===== src/rtl/pipeline_pkg.sv =====
// Shared pipeline types and constants used by fetch, decode and the later pipeline registers.
package pipeline_pkg;
  localparam int PC_W       = 32;
  localparam int INSTR_W    = 32;
  localparam int OPCODE_MSB = 31;
  localparam int OPCODE_LSB = 28;

  localparam logic [INSTR_W-1:0] NOP_INSTR = '0;

  typedef struct packed {
    logic [PC_W-1:0]    pc;
    logic [INSTR_W-1:0] instr;
  } fetch_entry_t;

  function automatic logic [OPCODE_MSB-OPCODE_LSB:0] opcode_of(input logic [INSTR_W-1:0] instr);
    return instr[OPCODE_MSB:OPCODE_LSB];
  endfunction
endpackage


===== src/rtl/if_stage_if.sv =====
// Fetch-stage bus bundle: instruction-memory port, redirect input and the decode handshake.
interface if_stage_if;
  import pipeline_pkg::*;

  logic               imem_req;
  logic [PC_W-1:0]    imem_addr;
  logic [INSTR_W-1:0] imem_rdata;
  logic               redirect_valid;
  logic [PC_W-1:0]    redirect_pc;
  logic               stall;
  logic               valid_out;
  logic [INSTR_W-1:0] instr_out;
  logic [PC_W-1:0]    pc_out;

  // Handshake: an instruction transfers to decode in every cycle where valid_out=1 and stall=0,
  // unless redirect_valid is high (the redirect discards it). instr_out/pc_out hold while stalled.
  modport master (
    output imem_req, imem_addr, valid_out, instr_out, pc_out,
    input  imem_rdata, redirect_valid, redirect_pc, stall
  );

  modport slave (
    input  imem_req, imem_addr, valid_out, instr_out, pc_out,
    output imem_rdata, redirect_valid, redirect_pc, stall
  );
endinterface


===== src/rtl/if_skid_fifo.sv =====
// Two-entry {pc, instr} queue between instruction memory and decode; flush wins over push/pop.
module if_skid_fifo
  import pipeline_pkg::*;
(
  input  logic         clk,
  input  logic         rst_n,
  input  logic         flush,
  input  logic         push,
  input  logic         pop,
  input  fetch_entry_t push_data,
  output fetch_entry_t head,
  output logic [1:0]   count
);
  fetch_entry_t mem [2];
  logic         wr_ptr;
  logic         rd_ptr;

  always_ff @(posedge clk or negedge rst_n) begin
    if (!rst_n) begin
      wr_ptr <= 1'b0;
      rd_ptr <= 1'b0;
      count  <= 2'd0;
      for (int i = 0; i < 2; i++) mem[i] <= '0;
    end else if (flush) begin
      wr_ptr <= 1'b0;
      rd_ptr <= 1'b0;
      count  <= 2'd0;
    end else begin
      if (push) begin
        mem[wr_ptr] <= push_data;
        wr_ptr      <= ~wr_ptr;
      end
      if (pop) rd_ptr <= ~rd_ptr;
      count <= count + {1'b0, push} - {1'b0, pop};
    end
  end

  assign head = mem[rd_ptr];
endmodule


===== src/rtl/if_stage.sv =====
// Instruction-fetch stage: PC sequencing, memory request issue, squash of redirected returns.
// Optional build macro IF_PERF_CNT_EN adds saturating pop / stall-cycle performance counters.
module if_stage
  import pipeline_pkg::*;
#(
  parameter logic [PC_W-1:0] RESET_PC = '0
) (
  input  logic         clk,
  input  logic         rst_n,
  if_stage_if.master   bus
`ifdef IF_PERF_CNT_EN
  ,
  output logic [31:0]  perf_fetch_cnt,
  output logic [31:0]  perf_stall_cnt
`endif
);
  logic [PC_W-1:0] fetch_pc;
  logic [PC_W-1:0] inflight_pc;
  logic            inflight;
  logic            squash;
  logic [1:0]      count;
  fetch_entry_t    head;
  fetch_entry_t    push_data;
  logic            pop;
  logic            push;
  logic            issue;
  logic [2:0]      occupancy;

  // A redirect discards the head, so it is never counted as consumed.
  assign pop       = bus.valid_out && !bus.stall && !bus.redirect_valid;
  assign occupancy = {1'b0, count} + {2'b00, inflight} - {2'b00, pop};
  assign issue     = rst_n && !bus.redirect_valid && (occupancy < 3'd2);
  assign push      = inflight && !squash && !bus.redirect_valid;
  assign push_data = '{pc: inflight_pc, instr: bus.imem_rdata};

  always_ff @(posedge clk or negedge rst_n) begin
    if (!rst_n) begin
      fetch_pc    <= RESET_PC;
      inflight_pc <= '0;
      inflight    <= 1'b0;
      squash      <= 1'b0;
    end else begin
      inflight <= issue;
      squash   <= bus.redirect_valid;
      if (issue) begin
        inflight_pc <= fetch_pc;
        fetch_pc    <= fetch_pc + 1'b1;
      end
      if (bus.redirect_valid) fetch_pc <= bus.redirect_pc;
    end
  end

  if_skid_fifo u_fifo (
    .clk       (clk),
    .rst_n     (rst_n),
    .flush     (bus.redirect_valid),
    .push      (push),
    .pop       (pop),
    .push_data (push_data),
    .head      (head),
    .count     (count)
  );

  assign bus.imem_req  = issue;
  assign bus.imem_addr = fetch_pc;
  assign bus.valid_out = (count != 2'd0);
  assign bus.instr_out = bus.valid_out ? head.instr : NOP_INSTR;
  assign bus.pc_out    = bus.valid_out ? head.pc : '0;

`ifdef IF_PERF_CNT_EN
  always_ff @(posedge clk or negedge rst_n) begin
    if (!rst_n) begin
      perf_fetch_cnt <= '0;
      perf_stall_cnt <= '0;
    end else begin
      if (pop && (perf_fetch_cnt != '1)) perf_fetch_cnt <= perf_fetch_cnt + 1'b1;
      if (bus.valid_out && bus.stall && (perf_stall_cnt != '1)) perf_stall_cnt <= perf_stall_cnt + 1'b1;
    end
  end
`endif
endmodule


===== src/flat_wrapper.sv =====
// flat-port wrapper written by rule: the top's interface ports become plain ports
module if_stage_flat import pipeline_pkg::*;
#(
  parameter logic [PC_W-1:0] RESET_PC = '0
)
  (clk, rst_n, bus_imem_req, bus_imem_addr, bus_valid_out, bus_instr_out, bus_pc_out, bus_imem_rdata, bus_redirect_valid, bus_redirect_pc, bus_stall);
  if_stage_if bus_i ();
  input  logic clk;
  input  logic rst_n;
  output wire logic [$bits(bus_i.imem_req)-1:0] bus_imem_req;
  output wire logic [$bits(bus_i.imem_addr)-1:0] bus_imem_addr;
  output wire logic [$bits(bus_i.valid_out)-1:0] bus_valid_out;
  output wire logic [$bits(bus_i.instr_out)-1:0] bus_instr_out;
  output wire logic [$bits(bus_i.pc_out)-1:0] bus_pc_out;
  input wire logic [$bits(bus_i.imem_rdata)-1:0] bus_imem_rdata;
  input wire logic [$bits(bus_i.redirect_valid)-1:0] bus_redirect_valid;
  input wire logic [$bits(bus_i.redirect_pc)-1:0] bus_redirect_pc;
  input wire logic [$bits(bus_i.stall)-1:0] bus_stall;
  assign bus_imem_req = bus_i.imem_req;
  assign bus_imem_addr = bus_i.imem_addr;
  assign bus_valid_out = bus_i.valid_out;
  assign bus_instr_out = bus_i.instr_out;
  assign bus_pc_out = bus_i.pc_out;
  assign bus_i.imem_rdata = bus_imem_rdata;
  assign bus_i.redirect_valid = bus_redirect_valid;
  assign bus_i.redirect_pc = bus_redirect_pc;
  assign bus_i.stall = bus_stall;
  if_stage #(.RESET_PC(RESET_PC)) u_core (.clk(clk), .rst_n(rst_n), .bus(bus_i));
endmodule

===== config.mk =====
export PLATFORM = sky130hd
export DESIGN_NAME = if_stage_flat
export DESIGN_NICKNAME = d
export VERILOG_FILES = /design/src/rtl/pipeline_pkg.sv /design/src/rtl/if_stage_if.sv /design/src/rtl/if_skid_fifo.sv /design/src/rtl/if_stage.sv /design/src/flat_wrapper.sv
export SDC_FILE = /design/constraint.sdc
export NUM_CORES = 1
export LEC_CHECK = 0
export CAP_MARGIN = 20
export CORE_AREA = 5 5 175 135
export DETAILED_ROUTE_END_ITERATION = 8
export DIE_AREA = 0 0 180 140
export GPL_TIMING_DRIVEN = 0
export PLACE_DENSITY_LB_ADDON = 0.08
export SYNTH_ARGS = -nofsm -noshare
export SYNTH_HDL_FRONTEND = slang
export SYNTH_HIERARCHICAL = 1
export SYNTH_SLANG_ARGS = --single-unit

===== constraint.sdc =====
create_clock -name clk -period 12.65 [get_ports clk]
set_clock_uncertainty 0.2 [all_clocks]
set_input_delay 2.53 -clock clk [delete_from_list [all_inputs] [get_ports clk]]
set_output_delay 2.53 -clock clk [all_outputs]
set_load 0.05 [all_outputs]

==> results.ini, run 1 <==
[status]
status = finished, final reports clean

[logic_synthesis]
syn_avg_cell_area_um2 = 12.4
synthesis.nets = 863
async_reset_ff_frac = 1.00
yosysSeqAreaShare = 0.505
synth_cells = 790
ys_top_cells_by_area = dfrtp_1, mux2_2, mux2_4
synth.largest_area_cell = dfrtp_1
yosys_register_bits = 198
yosysWarnings = 6
ys_types = 52
synth-edff-count = 0
netlist.area_leader.share = 0.505
synth-main-ff-cell = dfrtp_1
netlist_area_mm2 = 0.00981

[sta]
fin_ws_ns = 2.45
finalMaxSlewViolations = 0
layout_worst_path_cycle_share = 0.807
rsz0062_at_grt = no
maxSlewHeadroom = 0.503
fin_crit_ns = 10.20
hold_violations = 0
setup_viol = 0
tightest_slew_ns = 0.745
clock.fmax_ghz = 0.0980

[hold_path]
hp-start = u_core/u_fifo/mem[110]$_DFFE_PN0P_
min_to = u_core/u_fifo/mem[110]$_DFFE_PN0P_
hp-class = reg2reg
hold_path_depth = 1

[pwr]
clockPowerShare = 0.288
power_density_mw_per_mm2 = 150
p_sw_frac = 0.314
power_switching_w = 0.000585
pwr-share-comb = 0.256
fin_total_pwr_w = 0.00186
ir_worst_vdd_mv = 0.0869
internal-power_w = 0.00128
power_leakage_nw = 5.71
p_seq_frac = 0.455

[floorplanning]
core-area_mm2 = 0.0217
rows = 47
fp.dieArea_mm2 = 0.0252
ioPinCount = 166
initial_core_util = 0.452
fp.dieH_um = 140
die_w_um = 180

[cts]
clock_latency_ns = 0.43
cts_resized = 0
h-tree-depth = 4
cts_tree = done
clock_sinks = 198
post_cts_buffers = 0
cts_buffers = 17
clock-root-buffer = clkbuf_16
clk_pin_slew_ns = 0.07
cts_hold_buffers = 0
clockBufferDepth = 2

[route]
first_iter_violations = 392
drcViolationCount = 0
wirelength_um = 24600
wl_per_cell_um = 19.2
ant_nets = 0
vias = 6657
firstDrtPassIters = 5
viasPerCell = 5.19

[placed_design]
io_buffers = 165
hpwl_um = 17400
globalplace.congestion = 0.837
dp_slack_ns = 2.47

[finish]
syn2layout_area_growth_pct = 26.8
nets = 1048
final_layout_size_suffix_gt1_frac = 0.271

[worst_setup_path]
arrival_ns = 7.47
reg2reg_to = u_core/bus.imem_addr[7]$_DFFE_PN0P_
r2r_slack_ns = 8.14
worst-r2r-cell-count = 13
cp.required_ns = 9.92
critPathCaptureType = primary output
startpoint_type = primary input
rr_startpoint = u_core/u_fifo/count[1]$_DFF_PN0_
worstPathMaxFanout = 11
crit_type = in2out

[grt]
overflow = 0
grt_usage = 0.197
antenna_found_initial = 0
grt_pass1_vias = 6770
grt_first_pass_wirelength_um = 39400
grt_max_degree = 108

[flow_run]
max_cap_violations = 0

-- placed cells by master (no fill, tap or decap), drive strengths merged, types with 2 or more instances in the layout --
| master | synthesis | routed |
|---|---|---|
| dfrtp | 198 | 198 |
| a32oi | 3 | 3 |
| inv | 10 | 16 |
| nand4 | 6 | 6 |
| nor4 | 2 | 2 |
| or2 | 2 | 2 |
| xor2 | 4 | 4 |
| nor3b | 3 | 3 |
| ha | 4 | 4 |
| and3 | 3 | 3 |
| and2 | 70 | 70 |
| nand2 | 120 | 120 |
| nor3 | 5 | 5 |
| clkdlybuf4s50 | 0 | 164 |
| mux2 | 192 | 192 |
| o211ai | 10 | 10 |
| clkbuf | 16 | 34 |
| a21oi | 6 | 6 |
| buf | 30 | 32 |
| o21ai | 19 | 19 |
| a22oi | 2 | 2 |
| or4 | 4 | 4 |
| o311ai | 18 | 18 |
| nand3 | 24 | 24 |
| xnor2 | 3 | 3 |
| or3 | 3 | 3 |
| a31oi | 7 | 7 |
| nor2 | 13 | 13 |
| clkinv | 0 | 5 |
| mux2i | 2 | 2 |
-- cell families after synthesis --
| logic type | share of synthesized area |
|---|---|
| AO/OA/AOI/OAI | 0.0486 |
| XOR/XNOR | 0.00855 |
| AND/OR/NAND/NOR | 0.135 |
| adder cells (fa/ha/maj) | 0.00714 |
| flip-flops | 0.505 |
| buffers and inverters | 0.0459 |
| multiplexers | 0.249 |
-- layout make-up --
cell class,count,area [um^2]
Fill cell,1850,9260
Tap cell,294,368
Timing Repair Buffer,166,1680
Multi-Input combinational cell,536,4400
Antenna cell,1,2.50
Buffer,46,413
Sequential cell,198,4950
Clock buffer,18,439
Inverter,10,37.5
Clock inverter,13,138
-- critical path, stage by stage --
cell and delay, ns:
clkdlybuf4s50_1 0.74, clkbuf_1 0.33, clkbuf_1 0.58, nor3b_1 0.21
ha_1 0.32, nand2b_1 0.16, fa_1 0.38, xor2_1 0.26
or3_4 0.43, inv_2 0.15, buf_4 0.22, buf_2 0.29
clkdlybuf4s50_1 0.86
-- synth_stat cells, drive strengths merged, types with 2 or more instances --
library cell	number
a32oi	3
mux2	192
and3	3
dfrtp	198
nand2	120
or4	4
xor2	4
o311ai	18
buf	30
nand3	24
nor2	13
a21oi	6
or2	2
clkbuf	16
a22oi	2
o21ai	19
a31oi	7
nor3	5
and2	70
inv	10
o211ai	10
mux2i	2
xnor2	3
ha	4
nand4	6
or3	3
nor4	2
nor3b	3
-- power groups by stage --
stage | Combinational (W) | Sequential [W] | Clock, W
final | 0.000477 | 0.000848 | 0.000537
after global routing | 0.000516 | 0.000866 | 0.000583
after CTS | 0.000482 | 0.000849 | 0.000551
after detailed placement | 0.000479 | 0.000860 | 0
after global placement | 0.000473 | 0.000857 | 0
after floorplan | 0.000292 | 0.000872 | 0
-- through the flow --
step,cell area (um^2),instances,TNS [ns],utilization,hold slack [ns]
after floorplan,9810,790,0,-,0.262
after global placement,11800,1249,-60.30,0.545,0.284
after detailed placement,11900,1250,0,0.547,0.287
after CTS,12400,1281,0,0.573,0.305
after global routing,12400,1281,0,0.573,0.316
final,12400,1282,0,0.573,0.305
-- flip-flops by register name (all words and copies together), names as in the netlist --
name / cells
u_core/inflight_pc: 32
u_core/u_fifo/mem: 128
u_core/inflight: 1
u_core/bus.imem_addr: 32
u_core/u_fifo/count: 2
u_core/u_fifo/rd_ptr: 1
u_core/squash: 1
u_core/u_fifo/wr_ptr: 1
-- routing by layer --
| layer | global-route usage | routed length, um | up-vias |
|---|---|---|---|
| li1 | - | - | 3139 |
| met4 | 0.0405 | 143 | 0 |
| met3 | 0.0446 | 1280 | 9 |
| met2 | 0.287 | 10800 | 189 |
| met1 | 0.301 | 12400 | 3320 |
| met5 | 0 | 0 | - |
-- worst max-delay path by stage --
stage / start / end / slack (ns)
floorplan: bus_redirect_valid / bus_imem_req / 4.66
global placement: rst_n / bus_imem_req / -4.03
detailed placement: bus_redirect_valid / bus_imem_req / 2.47
CTS: bus_redirect_valid / bus_imem_req / 2.47
global route: bus_redirect_valid / bus_imem_req / 2.24
finish: bus_redirect_valid / bus_imem_req / 2.45
Power figures use the tool's default switching activity.
==> inputs of run 2 (changes only) <==
clock period = 8.3 ns   (was 12.65 ns; I/O delays follow)
==> run 2 against run 1 <==
Core utilization about the same. Clock-buffer cell count unchanged. First-iteration DRC count fell by 1.0%. Sequential share of layout area barely moved. Clock power grew 53%. Critical path depth unchanged. Routed wire length fell by 0.16%. Die area is the same. Critical endpoint unchanged. Sequential power grew 52%.
==> results.ini, run 2 (synthesized netlist as in run 1, its figures left out) <==
[worst_setup_path]
cp.required_ns = 6.44
startpoint_type = primary input
critPathCaptureType = primary output
r2r_slack_ns = 3.82
crit_family = buffers and inverters
crit_slowest_cell = clkdlybuf4s50_1
crit_type = in2out
slowest_delay_ns = 0.64
cp_cell_sequence = clkdlybuf4s50_1, clkbuf_1, clkbuf_2, nor3b_1, ha_1, nand2b_1, fa_1, nand2_1, or3_4, inv_2, buf_4, buf_2, dlymetal6s2s_1
startpoint = bus_redirect_valid
cp_num_buf_inv = 7
reg2reg_to = u_core/bus.imem_addr[7]$_DFFE_PN0P_
worstPathMaxFanout = 11
rr_startpoint = u_core/u_fifo/count[1]$_DFF_PN0_
worst-r2r-cell-count = 13
arrival_ns = 6.05

[placed_design]
dpl_cell_area_mm2 = 0.0119
hpwl_um = 17400
io_buffers = 165
globalplace.congestion = 0.837

[route]
vias = 6669
maxUsedRoutingLayer = met4
first_iter_violations = 388
wl_met1_um = 12400
firstDrtPassIters = 5
dr_wl_met3_um = 1270
drcViolationCount = 0
wl_per_cell_um = 19.2
viasPerCell = 5.20
wirelength_um = 24600
dr_wl_met2_um = 10700
ant_nets = 0

[finish]
final_common_cell = dfrtp_1
multi_input_area_mm2 = 0.00440
final_cell_area_mm2 = 0.0124
final.fill_count = 1850
nets = 1048
regMostFlops = u_core/u_fifo/mem
fin_util = 0.573
largest_reg_flops = 128
syn2layout_area_growth_pct = 26.9
seqCellArea_mm2 = 0.00495
final_layout_size_suffix_gt1_frac = 0.272
final_cell_mix = dfrtp_1, clkdlybuf4s50_1, mux2_2

[grt]
overflow = 0
grt_max_degree = 108
antenna_found_initial = 0
grt_usage = 0.197
grt_first_pass_wirelength_um = 39400
grt_pass1_vias = 6770

[sta]
finalMaxSlewViolations = 0
hold_violations = 0
layout_worst_path_cycle_share = 0.953
setup_viol = 0
maxSlewHeadroom = 0.503
setup_tns_ns = 0
tightest_slew_ns = 0.745
clock.fmax_ghz = 0.126
rsz0062_at_grt = no
fin_crit_ns = 7.91

[cts]
cts_resized = 1
cts_tree = done
post_cts_buffers = 0
clock_latency_ns = 0.43
clock_sinks = 198
clock-root-buffer = clkbuf_16
clockBufferDepth = 2
cts_hold_buffers = 0
h-tree-depth = 4
cts_buffers = 17
clk_pin_slew_ns = 0.07

[hold_path]
hold_path_depth = 1
hp-class = reg2reg
hp-start = u_core/u_fifo/mem[110]$_DFFE_PN0P_
min_to = u_core/u_fifo/mem[110]$_DFFE_PN0P_

[floorplanning]
initial_core_util = 0.452
core-area_mm2 = 0.0217
fp.dieArea_mm2 = 0.0252
die_w_um = 180
rows = 47
ioPinCount = 166
fp.dieH_um = 140

[pwr]
power_density_mw_per_mm2 = 228
ir_worst_vdd_mv = 0.132
fin_total_pwr_w = 0.00284
power_leakage_nw = 5.72

[status]
status = finished, final reports clean

[flow_run]
max_cap_violations = 0

==> run 2: changes by cell type in the layout (fill, tap and decap cells not counted) <==
cell,change
clkdlybuf4s50_1,-1
dlymetal6s2s_1,+1
clkbuf_1,-1
clkbuf_2,+1
==> run 2: worst max-delay path by stage <==
stage                     slack (ns)  depth (start not counted)            to
final                           0.39                         13  bus_imem_req
after global routing            0.17                         13  bus_imem_req
after CTS                      0.007                         13  bus_imem_req
after detailed placement       -0.14                         13  bus_imem_req
after global placement         -6.64                          7  bus_imem_req
after floorplan                 2.05                         11  bus_imem_req
==> run 2: stage by stage <==
step / worst slack [ns] / hold slack, ns / std cells
detailed placement: -0.140 / 0.287 / 1250
global route: 0.171 / 0.316 / 1281
CTS: 0.00721 / 0.305 / 1281
floorplan: 2.05 / 0.262 / 790
global placement: -6.64 / 0.284 / 1249
finish: 0.389 / 0.305 / 1282
==> run 2: routing by layer <==
metal,vias to the layer above,GRT usage
met5,-,0
met4,0,0.0405
met3,11,0.0446
met2,193,0.287
met1,3324,0.301
li1,3141,-
==> run 2: final cells by class <==
type	count	area share
buffer	46	0.0333
multi-input combinational	536	0.354
antenna	1	0.000201
tap	294	0.0296
sequential	198	0.398
inverter	10	0.00302
timing repair buffer	166	0.136
clock buffer	18	0.0353
clock inverter	13	0.0111
==> run 2: report_power, final <==
group / switching, W / leakage, nW / internal (W) / total (W)
sequential: 0.000136 / 2.57 / 0.00116 / 0.00129
combinational: 0.000367 / 2.87 / 0.000360 / 0.000727
clock: 0.000388 / 0.283 / 0.000431 / 0.000819
